===== config.mk =====
export PLATFORM = sky130hd
export DESIGN_NAME = sram_spi_host
export DESIGN_NICKNAME = d
export VERILOG_FILES = /design/src/rtl/sram_host_pkg.sv /design/src/rtl/sram_spi_host_sck_gen.sv /design/src/rtl/sram_spi_host.sv
export SDC_FILE = /design/constraint.sdc
export NUM_CORES = 1
export LEC_CHECK = 0
export CAP_MARGIN = 20
export CORE_ASPECT_RATIO = 1.75
export CORE_MARGIN = 2
export CORE_UTILIZATION = 54
export CTS_CLUSTER_SIZE = 16
export DETAILED_ROUTE_END_ITERATION = 12
export MAX_ROUTING_LAYER = met4
export PLACE_DENSITY = 0.88
export SYNTH_ARGS = -nofsm -noshare
export SYNTH_HDL_FRONTEND = slang
export SYNTH_SLANG_ARGS = --single-unit

===== constraint.sdc =====
create_clock -name clk -period 3.3 [get_ports clk]
set_clock_uncertainty 0.15 [all_clocks]
set_input_delay 0.66 -clock clk [delete_from_list [all_inputs] [get_ports clk]]
set_output_delay 0.66 -clock clk [all_outputs]
set_load 0.02 [all_outputs]

===== src/rtl/sram_host_pkg.sv =====
// Shared opcodes, frame size and FSM state encoding for the SPI SRAM host.
// Frame layout: opcode, {3'b000, addr}, data byte.
package sram_host_pkg;

    localparam int         FRAME_BITS = 32;
    localparam logic [7:0] OP_READ    = 8'h03;
    localparam logic [7:0] OP_WRITE   = 8'h02;

    typedef enum logic [2:0] {
        IDLE,
        SETUP,
        SHIFT,
        GAP,
        DONE
    } state_e;

    function automatic logic [FRAME_BITS-1:0] build_frame(
        input logic        wr,
        input logic [12:0] addr,
        input logic [7:0]  wdata
    );
        build_frame = {wr ? OP_WRITE : OP_READ, 3'b000, addr,
                       wr ? wdata : 8'h00};
    endfunction

endpackage


===== src/rtl/sram_spi_host_sck_gen.sv =====
// Serial clock divider: CLK_DIV clk cycles per sck half-period.
// rise/fall strobe in the cycle just before sck changes level.
module sck_gen #(
    parameter int CLK_DIV = 2
) (
    input  logic clk,
    input  logic rstb,
    input  logic en,
    input  logic freeze,
    output logic sck,
    output logic rise,
    output logic fall
);

    localparam logic [7:0] LAST = 8'(CLK_DIV - 1);

    logic [7:0] cnt_q, cnt_d;
    logic       sck_q, sck_d;
    logic       tick;

    assign tick = en && !freeze && (cnt_q == LAST);
    assign rise = tick && !sck_q;
    assign fall = tick && sck_q;
    // Masking by en keeps sck low the moment the frame leaves SHIFT.
    assign sck  = sck_q && en;

    always_comb begin
        cnt_d = cnt_q;
        sck_d = sck_q;
        if (!en) begin
            cnt_d = '0;
            sck_d = 1'b0;
        end else if (!freeze) begin
            if (tick) begin
                cnt_d = '0;
                sck_d = !sck_q;
            end else begin
                cnt_d = cnt_q + 8'd1;
            end
        end
    end

    always_ff @(posedge clk) begin
        if (!rstb) begin
            cnt_q <= '0;
            sck_q <= 1'b0;
        end else begin
            cnt_q <= cnt_d;
            sck_q <= sck_d;
        end
    end

endmodule


===== src/rtl/sram_spi_host.sv =====
// SPI mode-0 host for a serial SRAM: one byte READ/WRITE per request.
// Define SRAM_HOST_HOLD_EN to add the hold_req input driving holdb.
module sram_spi_host
    import sram_host_pkg::*;
#(
    parameter int CLK_DIV = 2
) (
    input  logic        clk,
    input  logic        rstb,
    input  logic        req,
    input  logic        wr,
    input  logic [12:0] addr,
    input  logic [7:0]  wdata,
    output logic [7:0]  rdata,
    output logic        busy,
    output logic        done,
    output logic        csb,
    output logic        sck,
    output logic        si,
    input  logic        so,
    output logic        holdb
`ifdef SRAM_HOST_HOLD_EN
    ,
    input  logic        hold_req
`endif
);

    localparam logic [7:0] GAP_LAST = 8'(CLK_DIV - 1);
    localparam logic [5:0] BITS_ALL = 6'(FRAME_BITS);
    localparam logic [5:0] RD_FIRST = 6'd24;

    state_e                  state_q, state_d;
    logic [FRAME_BITS-1:0]   frame_q, frame_d;
    logic                    wr_q, wr_d;
    logic [5:0]              bit_cnt_q, bit_cnt_d;
    logic [7:0]              gap_cnt_q, gap_cnt_d;
    logic [7:0]              rx_q, rx_d;
    logic [7:0]              rdata_q, rdata_d;
    logic                    gen_en, freeze, rise, fall;

    assign gen_en = (state_q == SETUP) || (state_q == SHIFT);

`ifdef SRAM_HOST_HOLD_EN
    assign freeze = hold_req && (state_q == SHIFT) && !sck;
`else
    assign freeze = 1'b0;
`endif

    sck_gen #(
        .CLK_DIV(CLK_DIV)
    ) u_sck_gen (
        .clk   (clk),
        .rstb  (rstb),
        .en    (gen_en),
        .freeze(freeze),
        .sck   (sck),
        .rise  (rise),
        .fall  (fall)
    );

    always_comb begin
        state_d   = state_q;
        frame_d   = frame_q;
        wr_d      = wr_q;
        bit_cnt_d = bit_cnt_q;
        gap_cnt_d = gap_cnt_q;
        rx_d      = rx_q;
        rdata_d   = rdata_q;
        unique case (state_q)
            IDLE: begin
                if (req) begin
                    state_d   = SETUP;
                    wr_d      = wr;
                    frame_d   = build_frame(wr, addr, wdata);
                    bit_cnt_d = '0;
                    rx_d      = '0;
                end
            end
            SETUP: begin
                if (rise) begin
                    state_d   = SHIFT;
                    bit_cnt_d = 6'd1;
                end
            end
            SHIFT: begin
                // The rise after the 32nd pulse's low phase ends the frame.
                if (rise) begin
                    if (bit_cnt_q == BITS_ALL) begin
                        state_d   = GAP;
                        gap_cnt_d = '0;
                    end else begin
                        bit_cnt_d = bit_cnt_q + 6'd1;
                        if (!wr_q && bit_cnt_q >= RD_FIRST)
                            rx_d = {rx_q[6:0], so};
                    end
                end
                if (fall)
                    frame_d = {frame_q[FRAME_BITS-2:0], 1'b0};
            end
            GAP: begin
                if (gap_cnt_q == GAP_LAST) begin
                    state_d = DONE;
                    if (!wr_q)
                        rdata_d = rx_q;
                end else begin
                    gap_cnt_d = gap_cnt_q + 8'd1;
                end
            end
            DONE: state_d = IDLE;
            default: state_d = IDLE;
        endcase
    end

    always_ff @(posedge clk) begin
        if (!rstb) begin
            state_q   <= IDLE;
            frame_q   <= '0;
            wr_q      <= 1'b0;
            bit_cnt_q <= '0;
            gap_cnt_q <= '0;
            rx_q      <= '0;
            rdata_q   <= '0;
        end else begin
            state_q   <= state_d;
            frame_q   <= frame_d;
            wr_q      <= wr_d;
            bit_cnt_q <= bit_cnt_d;
            gap_cnt_q <= gap_cnt_d;
            rx_q      <= rx_d;
            rdata_q   <= rdata_d;
        end
    end

    assign rdata = rdata_q;
    assign busy  = (state_q != IDLE);
    assign done  = (state_q == DONE);
    assign csb   = !gen_en;
    assign si    = frame_q[FRAME_BITS-1];
    assign holdb = !freeze;

endmodule


==> results.py <==
metrics = {
    "route": {
        "dr_total_vias": 2961,
        "drt.antenna.violating_nets": 0,
        "dr.first_iter.drc_count": 176,
        "route.detailed.drc": 0,
        "drt_first_pass_iters": 4,
        "finalWirelength_mm": 7.184,
        "vias_per_cell": 5.716,
        "wl_per_cell_um": 13.87,
    },
    "floorplanning": {
        "coreArea_um2": 6441,
        "die_area_um2": 7222,
        "start_util_pct": 54.78,
        "die_w_um": 65.11,
        "dieHeight_um": 110.9,
        "io_pins": 40,
        "fp-row-count": 39,
    },
    "sta": {
        "setup_viol": 0,
        "final_max_slew_viol_count": 0,
        "fin_ws_ns": 0.3055,
        "hold_violations": 0,
        "slew_headroom_pct": 62.23,
        "setup_tns_ns": 0,
        "final.min_clock_period_ns": 2.995,
        "worst_pin_slew_ns": 0.5623,
        "whs_ns": 0.3079,
        "fin_crit_sh_pct": 90.74,
        "grt_setup_unrepaired": "false",
        "fmax_ghz": 0.3339,
    },
    "yosys": {
        "synthTopCellsByCount": "dfxtp_1, nand2_1, nand3_1",
        "avgSynthCellArea_um2": 8.669,
        "synth_top_family_by_area": "simple AND/OR/NAND/NOR gates",
        "synth_simple_gate_area_share_pct": 28.76,
        "synth_area_leaders": "dfxtp_1, nand2_1, nand3_1",
        "async_reset_ff_share_pct": 0,
        "seq_area_frac_synth_pct": 42.55,
        "synth_edf_count": 0,
        "synth_cell_types": 47,
        "synth.mux.area_fraction_pct": 3.121,
        "synth_nets": 439,
        "synth_top_area_share_pct": 42.55,
        "synth_area_leader_cell": "dfxtp_1",
        "syn_inst": 407,
        "netlist_area_um2": 3528,
        "synth_warnings": 0,
        "synth_flop_cell": "dfxtp_1",
        "synth_xor_area_share_pct": 1.738,
        "synth_compound_area_share_pct": 17.20,
        "synth_fa_ha_area_share_pct": 2.128,
        "yosysMostFrequentCell": "dfxtp_1",
        "ys_ff_latch": 75,
    },
    "critical_path": {
        "critPathLaunchType": "flop",
        "cp.arrival_ns": 2.18,
        "worstPathMaxFanout": 10,
        "endpoint": "sck",
        "path_delay_family": "buffers and inverters",
        "crit_type": "flop to output pin",
        "r2r_cells": 5,
        "cp_slowest_cell": "clkdlybuf4s50_1",
        "crit_chain": "nand2b_1, a21oi_1, and2_1, clkdlybuf4s50_1",
        "r2r_slack_ns": 0.99,
        "critical_path_required_ns": 2.49,
        "startpoint": "state_q[1]",
        "r2r-start": "state_q[0]",
        "path_depth": 4,
        "critPathCaptureType": "output pin",
        "r2r-end": "state_q[0]",
        "crit_path_max_incr_delay_ns": 0.59,
        "crit_buf_inv": 1,
    },
    "status": {
        "status": "finished clean",
    },
    "placement": {
        "numPortBuffers": 38,
        "place_ws_ns": 0.6547,
        "hpwl_mm": 4.711,
        "dp.cells": 501,
        "placed_cell_area_um2": 3902,
        "place_congestion": 0.8655,
    },
    "clock_tree": {
        "clock_path_buffers": 2,
        "postCtsHoldBufs": 0,
        "cts_resized": 0,
        "cts-root-buf": "clkbuf_16",
        "cts_setup_buffers": 0,
        "clk_latency_ns": 0.33,
        "cts_buffers": 9,
        "ctsHtreeMaxLevel": 3,
        "cts_tree": "built",
        "clk_pin_slew_worst_paths_ns": 0.06,
        "cts_sinks": 75,
    },
    "pwr": {
        "swShare_pct": 32.40,
        "total_power_mw": 2.858,
        "power_frac_clock_pct": 33.7,
        "combPwrFrac_pct": 27.6,
        "irDropWorstVdd_v": 0.0005046,
        "seq_power_share_pct": 38.7,
        "power-per-cell-area_nw_per_um2": 677.5,
        "p_int_mw": 1.932,
        "switching_power_mw": 0.9263,
        "p_leak_nw": 1.757,
    },
    "grt": {
        "antenna_found_initial": 0,
        "gr-total-overflow": 0,
        "grt_use_total_pct": 21.75,
        "grt_max_degree": 55,
        "grt_pass1_vias": 2927,
        "grt_pass1_wl_mm": 12.19,
    },
    "run": {
        "drv_cap": 0,
    },
    "min_path": {
        "hold_depth": 2,
        "min_path_type": "flop to flop",
    },
    "cells_and_area": {
        "layout-drive-gt1-share_pct": 8.716,
        "insertedDiodeCount": 0,
        "final_area_um2": 4219,
        "fin_util_pct": 65.50,
        "final_cells": 518,
        "nets": 463,
        "fillers": 555,
        "area_delta_synth_final_pct": 19.57,
    },
}
[power by group through the flow]
stage | sequential, mW | combinational (mW) | clock, mW
finish | 1.11 | 0.790 | 0.963
global route | 1.12 | 0.874 | 1.02
CTS | 1.10 | 0.773 | 0.983
detailed placement | 1.12 | 0.767 | 0
global placement | 1.12 | 0.745 | 0
floorplan | 1.08 | 0.641 | 0
[area by class of cell]
cell class | instances | area [um2] | share of cell area [%]
clock buffers | 12 | 246.5 | 5.842
clock inverters | 4 | 50.05 | 1.186
inverters | 6 | 22.52 | 0.5338
well taps | 82 | 102.6 | 2.432
repair buffers | 41 | 410.4 | 9.727
multi-input cells | 298 | 1886 | 44.69
flip-flops and latches | 75 | 1501 | 35.59
[tightest hold or removal path, cell delays in order (launching register included)]
cell      delay [ns]
dfxtp_1         0.31
nand2_1         0.05
a21boi_1        0.05
[metal layers]
metal  vias up  track usage [%]  part of all wire [%]
met5         -                -                     0
met4         0            13.75                   3.4
met3        16            5.888                   3.0
met2        58            36.29                    54
met1      1394            21.89                    39
li1       1493                -                     -
[state kept, by name, summed over array words and instances, names as in the netlist]
| register | flops |
|---|---|
| bit_cnt_q | 6 |
| frame_q | 32 |
| gap_cnt_q | 8 |
| rdata | 8 |
| rx_q | 8 |
| state_q | 3 |
| u_sck_gen.cnt_q | 8 |
| u_sck_gen.sck_q | 1 |
| wr_q | 1 |
[logic make-up (layout without fill, tap and decap cells)]
family | Yosys count | count (layout)
xor gates and xnor gates | 7 | 7
muxes | 11 | 11
DFF | 75 | 75
and+or+nand+nor | 194 | 194
other | 1 | 1
buffers and inverters | 34 | 63
adders and majority gates | 6 | 6
AOI/OAI and AO/OA | 79 | 79
[worst min path at each step]
stage	start	endpoint	slack, ns
CTS	frame_q[26]	frame_q[26]	0.31
global placement	rx_q[7]	rx_q[7]	0.29
detailed placement	frame_q[22]	frame_q[22]	0.30
floorplan	rx_q[7]	rx_q[7]	0.28
finish	frame_q[26]	frame_q[26]	0.31
global route	rx_q[4]	rx_q[4]	0.34
[cell usage in the layout (no fill, tap or decap), types with 11 or more instances in the layout]
cell type         n
dfxtp_1          75
nand2_1          73
nand3_1          46
clkdlybuf4s50_1  37
o211a_1          20
o21ai_0          19
nor2_1           16
a21boi_0         11
nand4_1          11
mux2i_1          11
No activity file was read; power rests on OpenSTA's default activity.
==> patch 1 (same settings) <==
Encoding of `state_e`: now Gray code (3 bits for 5 states).
--- a/src/rtl/sram_host_pkg.sv
+++ b/src/rtl/sram_host_pkg.sv
@@ -8,9 +8,9 @@
 
     typedef enum logic [2:0] {
-        IDLE,
-        SETUP,
-        SHIFT,
-        GAP,
-        DONE
+        IDLE  = 3'b000,
+        SETUP = 3'b001,
+        SHIFT = 3'b011,
+        GAP   = 3'b010,
+        DONE  = 3'b110
     } state_e;
 
Formal check against the unedited RTL: same outputs for any inputs over 10 cycles, from zero or initial values and one cycle with rstb low; not proved beyond that.
==> patch 1 against the original RTL <==
- register-to-register slack worse by 170 ps
- sequential cell count unchanged
- critical path type unchanged
- setup slack better by 210 ps
- routed wire length rose by 8.1%
- highest routed layer unchanged
- design area is 4.4% lower
- synthesized area down 2.0%
- via count grew 2.5%
Power is not compared: it rests on default switching activity, and its combinational part moved more than twofold at a synthesized area within 25%.
==> patch 1: results <==
{
  "drt_iter0_markers": 212,
  "nFlopsAndLatches": 75,
  "synthTopCellsByArea": "dfxtp_1 43%, nand2_1 6.8%, a311oi_1 5.3%, mux2i_1 5.2%, nand3_1 4.6%",
  "std_cell_rows": 38,
  "syn-num-nets": 433,
  "syn_inst": 401,
  "wl_met3_um": 293,
  "cp_slowest_stage_delay_ps": 610,
  "globalplace.congestion": 0.877,
  "buffers": 45,
  "clkbuf_count": 11,
  "vias_per_cell": 5.92,
  "grt_first_pass_wirelength_mm": 12.8,
  "met3_usage": 0.0399,
  "synth_cell_types": 57,
  "hpwlAfterDp_mm": 5.29,
  "wl_mm": 7.77,
  "place_area_um2": 3860,
  "ys_seq_area_frac": 0.434,
  "clk_share": 0.0422,
  "stdcell_area_um2": 4030,
  "nonClkBufAreaFrac": 0.110,
  "met2_wirelength_mm": 4.18,
  "grt_usage": 0.239,
  "root_buffer": "clkbuf_8",
  "comb.multi_input.count": 290,
  "met1_usage": 0.240,
  "multiInputGateArea_um2": 1790,
  "insertion_delay_ps": 360,
  "drive_above_1_share": 0.0855,
  "outcome": "complete, no violations",
  "fin_nets": 460,
  "synth_common_cells": "75 x dfxtp_1, 63 x nand2_1, 42 x nor2_1",
  "worstPathArrival_ps": 1970
}
-- patch 1: logic make-up after synthesis --
family / Yosys count / synth area share
and+or+nand+nor: 181 / 0.259
buffers and inverters: 36 / 0.0481
xor gates and xnor gates: 7 / 0.0177
AOI/OAI and AO/OA: 77 / 0.166
other: 1 / 0.00108
DFF: 75 / 0.434
adders and majority gates: 6 / 0.0217
muxes: 18 / 0.0521
-- patch 1: worst paths after layout --
kind	depth (start not counted)	start	to	slack [ps]
setup / recovery	3	state_q[0]	sck	520
hold / removal	2	frame_q[28]	frame_q[28]	300
setup reg to reg	6	state_q[0]	frame_q[16]	820
hold reg to reg	2	frame_q[28]	frame_q[28]	300
-- patch 1: through the flow --
| step | worst slack, ps | hold slack, ps |
|---|---|---|
| after CTS | 491 | 305 |
| after floorplan | 1330 | 282 |
| after detailed placement | 450 | 295 |
| final | 518 | 302 |
| after global routing | 435 | 321 |
| after global placement | 598 | 289 |
==> patch 2 (same settings) <==
Without the edit above. Add a define of `SRAM_HOST_HOLD_EN`.
--- a/src/rtl/sram_spi_host.sv
+++ b/src/rtl/sram_spi_host.sv
@@ -1,4 +1,6 @@
 // SPI mode-0 host for a serial SRAM: one byte READ/WRITE per request.
 // Define SRAM_HOST_HOLD_EN to add the hold_req input driving holdb.
+`define SRAM_HOST_HOLD_EN
+
 module sram_spi_host
     import sram_host_pkg::*;
Ports: changed (added hold_req); port bits go from 40 to 41. No check against the original RTL was run, so the function may have changed too.
==> patch 2 against the original RTL <==
- cell count grew 1.7%
- register-to-register slack got worse by 430 ps
- routed wire length up 10%
- power fell by 1.7%
- synthesized area decreased by 2.6%
- sequential cell count stayed put
- setup slack lost 180 ps
- design area decreased by 3.4%
==> patch 2: results <==
{
  "numPortBuffers": 40,
  "syn-num-nets": 448,
  "fin_nets": 475,
  "dp.cells": 511,
  "worstPathArrival_ps": 2370,
  "r2r-end": "bit_cnt_q[3]",
  "grt_start_max_net_pins": 52,
  "ys_seq_area_frac": 0.437,
  "grt_pass1_vias": 2985,
  "reg2regPathDepth": 6,
  "root_buffer": "clkbuf_8",
  "insertion_delay_ps": 350,
  "globalplace.congestion": 0.904,
  "hpwlAfterDp_mm": 5.19,
  "tightest_slew_ps": 1030,
  "num_vias": 3128,
  "grt_first_pass_wirelength_mm": 13.3,
  "fillers": 509,
  "min_from": "frame_q[22]",
  "synth_common_cells": "75 x dfxtp_1, 65 x nand2_1, 49 x nor2_1",
  "outcome": "complete, no violations",
  "wl_mm": 7.91,
  "synth_cell_types": 52,
  "drt_iter0_markers": 222,
  "reg2reg_slack_ps": 560,
  "synthTopCellsByArea": "dfxtp_1 44%, nand2_1 7.1%, a311oi_1 5.6%, nor2_1 5.4%, mux2i_1 3.8%",
  "holdPathEnd": "frame_q[22]",
  "peakVddDrop_uv": 478,
  "first_pass_iters": 5,
  "wire_per_inst_um": 15.0,
  "hold_slack_ps": 308,
  "drive_above_1_share": 0.0805,
  "cts.path.max_buffers": 2,
  "hp-class": "flop to flop",
  "syn_inst": 415,
  "grt_usage": 0.245,
  "r2r_start": "u_sck_gen.cnt_q[0]",
  "async_flop_share": 0,
  "p_leak_nw": 1.54,
  "cp_max_fo": 4
}
-- patch 2: changes by cell type after synthesis, sizes merged, moves of 8 or more --
| cell | delta |
|---|---|
| a21boi | -12 |
| a21oi | +17 |
| a311oi | +23 |
| clkbuf | +9 |
| nand2 | -9 |
| nand3 | -23 |
| nor2 | +31 |
| nor2b | -8 |
| o211a | -19 |
| o21ai | -10 |
-- patch 2: metrics by stage --
| step | total power, mW | worst slack, ps | instance area [um2] |
|---|---|---|---|
| floorplan | 1.84 | 889 | 3440 |
| global placement | 2.04 | 192 | 3870 |
| detailed placement | 2.08 | 160 | 3870 |
| CTS | 2.82 | 144 | 4080 |
| global route | 2.97 | 20.2 | 4080 |
| finish | 2.81 | 123 | 4080 |
-- patch 2: worst max-delay path, stage by stage --
cell and delay [ps]:
clkdlybuf4s50_1 510, nor4bb_1 360, and2_0 210, inv_1 90, clkdlybuf4s50_1 540
-- patch 2: metal layers --
metal	vias to the layer above	part of all wire	GRT usage
met5	-	0	-
li1	1531	-	-
met3	16	0.048	0.0563
met1	1488	0.39	0.261
met4	0	0.021	0.129
met2	93	0.54	0.421
-- patch 2: worst max-delay path by stage --
| stage | cells past startpoint | endpoint | slack, ps | from |
|---|---|---|---|---|
| global placement | 5 | holdb | 190 | hold_req |
| CTS | 5 | holdb | 140 | hold_req |
| global route | 5 | sck | 20 | state_q[1] |
| detailed placement | 5 | holdb | 160 | hold_req |
| finish | 5 | holdb | 120 | hold_req |
| floorplan | 6 | bit_cnt_q[5] | 890 | u_sck_gen.cnt_q[0] |
-- patch 2: power by group --
group	switching [mW]	internal [mW]	total, mW
Clock	0.318	0.413	0.731
Sequential	0.105	1.02	1.13
Combinational	0.585	0.370	0.955
Total	1.01	1.80	2.81
-- patch 2: cell type report --
| type | count | area, um2 | area share |
|---|---|---|---|
| clock buffer | 15 | 176 | 0.0433 |
| clock inverter | 1 | 30.0 | 0.00737 |
| inverter | 10 | 37.5 | 0.00921 |
| multi-input combinational | 300 | 1780 | 0.438 |
| sequential | 75 | 1500 | 0.368 |
| tap | 80 | 100 | 0.0246 |
| timing repair buffer | 46 | 445 | 0.109 |
-- patch 2: cell families after synthesis --
group,share of synthesized area
xor+xnor,0.0178
fa+ha+maj,0.0218
flops,0.437
compound gates,0.170
mux,0.0411
simple gates,0.267
buf+inv,0.0455
